==> config.mk <==
export PLATFORM = sky130hd
export DESIGN_NAME = spi_master
export DESIGN_NICKNAME = d
export VERILOG_FILES = /design/src/rtl/spi_pkg.sv /design/src/rtl/spi_shift_reg.sv /design/src/rtl/spi_master.sv
export SDC_FILE = /design/constraint.sdc
export NUM_CORES = 1
export LEC_CHECK = 0
export ABC_AREA = 0
export BUFFER_PORTS_ARGS = -buffer_cell sky130_fd_sc_hd__clkbuf_2
export CAP_MARGIN = 20
export CORE_UTILIZATION = 33
export DETAILED_ROUTE_END_ITERATION = 16
export HOLD_SLACK_MARGIN = 0.06
export PLACE_DENSITY = 0.54
export RECOVER_POWER = 25
export SLEW_MARGIN = 20
export SYNTH_ARGS = -nofsm -noshare
export SYNTH_HDL_FRONTEND = slang
export SYNTH_SLANG_ARGS = --single-unit
==> constraint.sdc <==
create_clock -name clk -period 5.35 [get_ports clk]
set_input_delay 0.535 -clock clk [delete_from_list [all_inputs] [get_ports clk]]
set_output_delay 0.535 -clock clk [all_outputs]
set_load 0.005 [all_outputs]
==> src/rtl/spi_pkg.sv <==
// Shared definitions for the SPI command master: command control codes and FSM states.
package spi_pkg;

  typedef enum logic [1:0] {
    CTRL_WR_ADDR = 2'b00,
    CTRL_WR_DATA = 2'b01,
    CTRL_RD_ADDR = 2'b10,
    CTRL_RD_DATA = 2'b11
  } ctrl_e;

  typedef enum logic [2:0] {
    ST_IDLE    = 3'd0,
    ST_START   = 3'd1,
    ST_SHIFT   = 3'd2,
    ST_WAIT    = 3'd3,
    ST_CAPTURE = 3'd4,
    ST_STOP    = 3'd5
  } state_e;

  // Phase counter must index both the command shift and the read turnaround wait.
  function automatic int cnt_width(input int cmd_bits, input int wait_cycles);
    int w;
    w = $clog2(cmd_bits);
    if ($clog2(wait_cycles) > w) w = $clog2(wait_cycles);
    return (w < 1) ? 1 : w;
  endfunction

endpackage

==> src/rtl/spi_shift_reg.sv <==
// Shift register for the SPI master: parallel load, MSB-first serial out, serial in,
// and the low OUT_W bits presented as parallel out.
module spi_shift_reg #(
  parameter int WIDTH = 10,
  parameter int OUT_W = 8
) (
  input  logic             clk,
  input  logic             rst,
  input  logic             i_load,
  input  logic             i_shift,
  input  logic             i_sin,
  input  logic [WIDTH-1:0] i_data,
  output logic             o_sout,
  output logic [OUT_W-1:0] o_data
);

  logic [WIDTH-1:0] r_data;

  always_ff @(posedge clk or posedge rst) begin
    if (rst) begin
      r_data <= '0;
    end else if (i_load) begin
      r_data <= i_data;
    end else if (i_shift) begin
      r_data <= {r_data[WIDTH-2:0], i_sin};
    end
  end

  assign o_sout = r_data[WIDTH-1];
  assign o_data = r_data[OUT_W-1:0];

endmodule

==> src/rtl/spi_master.sv <==
// SPI command master, one SPI bit per clk: sends a FRAME_WIDTH+2 bit command word and, for
// read-data commands, waits RD_WAIT cycles then captures FRAME_WIDTH bits from MISO.
//   state   | meaning
//   IDLE    | SS_n high, cmd_ready high, waiting for a command
//   START   | SS_n low, MOSI presents the read/write select bit
//   SHIFT   | command word driven on MOSI, MSB first
//   WAIT    | read turnaround, MOSI held low
//   CAPTURE | MISO shifted in, MSB first
//   STOP    | SS_n high for one cycle; rsp_valid on read-data frames
module spi_master
  import spi_pkg::*;
#(
  parameter int FRAME_WIDTH = 8,
  parameter int RD_WAIT     = 2
) (
  input  logic                   clk,
  input  logic                   rst,
  input  logic                   cmd_valid,
  output logic                   cmd_ready,
  input  logic [FRAME_WIDTH+1:0] cmd_data,
  output logic                   rsp_valid,
  output logic [FRAME_WIDTH-1:0] rsp_data,
  output logic                   busy,
  output logic                   SS_n,
  output logic                   MOSI,
  input  logic                   MISO
);

  localparam int CMD_W = FRAME_WIDTH + 2;
  localparam int CNT_W = cnt_width(CMD_W, RD_WAIT);
  localparam logic [CNT_W-1:0] SHIFT_LAST = CNT_W'(CMD_W - 1);
  localparam logic [CNT_W-1:0] WAIT_LAST  = CNT_W'((RD_WAIT > 0) ? RD_WAIT - 1 : 0);
  localparam logic [CNT_W-1:0] CAP_LAST   = CNT_W'(FRAME_WIDTH - 1);

  state_e                 r_state;
  state_e                 w_state_next;
  ctrl_e                  r_ctrl;
  logic [CNT_W-1:0]       r_cnt;
  logic [FRAME_WIDTH-1:0] r_rsp_hold;

  logic                   w_accept;
  logic                   w_shift;
  logic                   w_sin;
  logic                   w_sout;
  logic                   w_cnt_last;
  logic                   w_rd_data;
  logic [FRAME_WIDTH-1:0] w_sr_data;

  assign cmd_ready = (r_state == ST_IDLE);
  assign busy      = ~cmd_ready;
  assign w_accept  = cmd_valid && cmd_ready;
  assign w_rd_data = (r_ctrl == CTRL_RD_DATA);

  always_comb begin
    w_cnt_last = 1'b1;
    case (r_state)
      ST_SHIFT:   w_cnt_last = (r_cnt == SHIFT_LAST);
      ST_WAIT:    w_cnt_last = (r_cnt == WAIT_LAST);
      ST_CAPTURE: w_cnt_last = (r_cnt == CAP_LAST);
      default:    w_cnt_last = 1'b1;
    endcase
  end

  always_comb begin
    w_state_next = r_state;
    case (r_state)
      ST_IDLE: begin
        if (cmd_valid) w_state_next = ST_START;
      end
      ST_START: begin
        w_state_next = ST_SHIFT;
      end
      ST_SHIFT: begin
        if (w_cnt_last) begin
          if (!w_rd_data)        w_state_next = ST_STOP;
          else if (RD_WAIT == 0) w_state_next = ST_CAPTURE;
          else                   w_state_next = ST_WAIT;
        end
      end
      ST_WAIT: begin
        if (w_cnt_last) w_state_next = ST_CAPTURE;
      end
      ST_CAPTURE: begin
        if (w_cnt_last) w_state_next = ST_STOP;
      end
      ST_STOP: begin
        w_state_next = ST_IDLE;
      end
      default: begin
        w_state_next = ST_IDLE;
      end
    endcase
  end

  always_ff @(posedge clk or posedge rst) begin
    if (rst) begin
      r_state    <= ST_IDLE;
      r_ctrl     <= CTRL_WR_ADDR;
      r_rsp_hold <= '0;
    end else begin
      r_state <= w_state_next;
      if (w_accept) r_ctrl <= ctrl_e'(cmd_data[CMD_W-1 -: 2]);
      if (rsp_valid) r_rsp_hold <= w_sr_data;
    end
  end

  // Counter restarts on every phase change and wraps at the end of each phase.
  always_ff @(posedge clk or posedge rst) begin
    if (rst) begin
      r_cnt <= '0;
    end else if ((w_state_next != r_state) || w_cnt_last) begin
      r_cnt <= '0;
    end else begin
      r_cnt <= r_cnt + CNT_W'(1);
    end
  end

  // The command shares one register with capture: it is fully shifted out before MISO shifts in.
  assign w_shift = (r_state == ST_SHIFT) || (r_state == ST_CAPTURE);
  assign w_sin   = (r_state == ST_CAPTURE) && MISO;

  spi_shift_reg #(
    .WIDTH (CMD_W),
    .OUT_W (FRAME_WIDTH)
  ) u_shift_reg (
    .clk     (clk),
    .rst     (rst),
    .i_load  (w_accept),
    .i_shift (w_shift),
    .i_sin   (w_sin),
    .i_data  (cmd_data),
    .o_sout  (w_sout),
    .o_data  (w_sr_data)
  );

  // SS_n decodes straight from the state register so reset raises it without waiting for a clock.
  assign SS_n      = (r_state == ST_IDLE) || (r_state == ST_STOP);
  assign MOSI      = ((r_state == ST_START) || (r_state == ST_SHIFT)) && w_sout;
  assign rsp_valid = (r_state == ST_STOP) && w_rd_data;
  assign rsp_data  = rsp_valid ? w_sr_data : r_rsp_hold;

endmodule

==> results.toml <==
[yosys]
synth-simple-area-share = 0.124
yosysUniqueCellTypes = 30
synth_top_cell_by_area = "dfrtp_1"
postSynthCellCount = 127
synthMuxAreaShare = 0.184
synth_top_family_by_area = "multiplexers"
synth-compound-area-share = 0.110
syn_area_per_cell_sq_um = 10.6
synth_nets = 142
synth_area_leaders = "dfrtp_1 50%, mux2_2 11%, mux2i_1 5.9%, o21ai_0 3.7%, nand2_1 3.6%"
synth-xor-area-share = 0.0194
yosysWarnings = 0
synth.top_cell.area_share = 0.500
syn-cell-area_sq_um = 1350
synthAdderAreaFrac = 0.00926
ys_ff_latch = 27
synth-seq-area-share = 0.500

[job]
cap_violations = 0

[detailed_routing]
drt_wl_total_um = 2750
routedWlPerCell_um = 13.8
first_pass_iters = 6
ant_nets = 0
first_iter_violations = 37
via_per_inst = 4.98
drcViolationCount = 0
vias = 991

[sta]
tns_ns = 0
final-hold-violation-count = 0
worst_clock_skew_ns = 0.00215
post-route-period-util = 0.492
finalSetupViolations = 0
rsz0062_at_grt = "no"
worst_slack_ns = 2.72
period_needed_ns = 2.63
tightest_slew_ns = 1.04
max_freq_ghz = 0.380
slew_headroom = 0.309
drv_slew = 0

[setup_path]
critical_path_class = "flop to output pin"
slowest_delay_ns = 0.61
slowest_stage = "or3_1"
crit_buf_inv = 2
endpoint_kind = "output pin"
path_cells = "inv_1, or3_1, mux2_2, clkbuf_2"
arrival_ns = 2.10
cpLargestDelayFamily = "simple AND/OR/NAND/NOR gates"
required_ns = 4.82
crit_fanout = 11
startpoint_type = "flop"

[placed_design]
port-buffer-count = 26
place_worst_setup_slack_ns = 3.05
placed_cell_area_sq_um = 1500
globalplace.congestion = 0.872
dp_hpwl_um = 2060

[finish]
area_growth_pct = 15.3
n_antenna_cell = 0
nFillCells = 380
fin_util = 0.410
drive_gt1_frac = 0.298
layout_common_cells = "27 x dfrtp_1, 26 x clkbuf_2, 13 x mux2_2, 13 x nand2_1, 10 x o21ai_0"
design_area_sq_um = 1560
final_common_cell = "dfrtp_1"
final_nets = 167

[global_routing]
grt_first_pass_wirelength_um = 4650
antenna_found_initial = 0
overflow = 0
grt_pass1_vias = 1043
grt_util_all_layers = 0.145
grt_start_max_net_pins = 28

[floorplanning]
dieArea_sq_um = 4350
coreArea_sq_um = 3800
ios = 27
die_y_um = 66.0
start_util = 0.356
die_width_um = 66.0
rows = 22

[power_and_ir_drop]
finalPower_uw = 721
p_leak_nw = 0.730
power_density_nw_per_um2 = 463
irDropWorstVdd_v = 0.000149

[clocking]
cts_root_buf = "clkbuf_8"
postCtsSetupRepairBufs = 0
cts_tree = "yes"
worstSkewPairLatency_ns = 0.28
cts.sinks = 27
cts.path.max_buffers = 2
ctsHoldBuffers = 0
cts_made_buffers = 3
cts.clk_slew.worst_paths_ns = 0.09
htree_levels = 1
cts_resized = 0

[hold_path]
hold_path.class = "input pin to asynchronous set/reset pin"

[status]
status = "finished, final reports clean"
## cell type report
class	count	area [sq um]	area share
Inverter	7	26.3	0.0169
Clock buffer	3	41.3	0.0265
Timing Repair Buffer	28	141	0.0908
Tap cell	48	60.1	0.0386
Multi-Input combinational cell	85	604	0.388
Sequential cell	27	676	0.434
Clock inverter	1	8.76	0.00562
## metrics by stage
| step | std cells | hold slack, ns |
|---|---|---|
| after CTS | 198 | 0.487 |
| after global placement | 194 | 0.473 |
| after floorplan | 127 | 0.444 |
| final | 199 | 0.120 |
| after global routing | 199 | 0.132 |
| after detailed placement | 194 | 0.481 |
## Yosys cell counts, drive strengths merged
master  number
ha           1
a21boi       1
mux2        13
buf          7
nor4         1
o21ai       10
nand2       13
a22o         1
clkbuf       1
mux2i        9
nor3         4
or3b         2
a31oi        1
a211oi       1
nand2b       2
a21oi        6
dfrtp       27
inv          7
o311ai       1
or3          1
nor2         6
o31ai        3
o211ai       1
nor3b        2
xnor2        1
and2         1
xor2         2
and3         2
## report_power, final
| part | internal (mW) | total [mW] | leakage (nW) | switching (mW) |
|---|---|---|---|---|
| Clock | 0.0548 | 0.124 | 0.0261 | 0.0692 |
| Combinational | 0.127 | 0.265 | 0.348 | 0.138 |
| Sequential | 0.266 | 0.332 | 0.356 | 0.0659 |
## final timing paths
check | start | to | slack, ns | depth (start not counted)
setup / recovery | r_state[0] | rsp_data[2] | 2.72 | 4
hold / removal | rst | r_rsp_hold[1] | 0.12 | 2
setup reg to reg | r_state[2] | r_cnt[1] | 3.20 | 4
hold reg to reg | u_shift_reg.r_data[8] | u_shift_reg.r_data[8] | 0.51 | 2
max in group asynchronous | rst | u_shift_reg.r_data[9] | 4.03 | 3
min in group clk | cmd_data[9] | u_shift_reg.r_data[9] | 0.49 | 2
## registers in the layout (all words and copies together), names as in the netlist
register / count
r_state: 3
r_rsp_hold: 8
r_ctrl: 2
u_shift_reg.r_data: 10
r_cnt: 4
## routing by layer
layer | vias up | wire length (um) | GRT usage
met3 | 7 | 58 | 0.0207
met5 | - | 0 | 0
met4 | 0 | 87 | 0.0931
li1 | 488 | - | -
met1 | 477 | 1260 | 0.169
met2 | 19 | 1350 | 0.246
## cell families (layout without fill, tap and decap cells)
| family | count (synthesis) | count (layout) |
|---|---|---|
| AOI/OAI and AO/OA | 25 | 25 |
| muxes | 22 | 22 |
| buffers and inverters | 15 | 39 |
| adders and majority gates | 1 | 1 |
| xor gates and xnor gates | 3 | 3 |
| and+or+nand+nor | 34 | 34 |
| DFF | 27 | 27 |
Note: power is estimated with default switching activity, not from simulation.
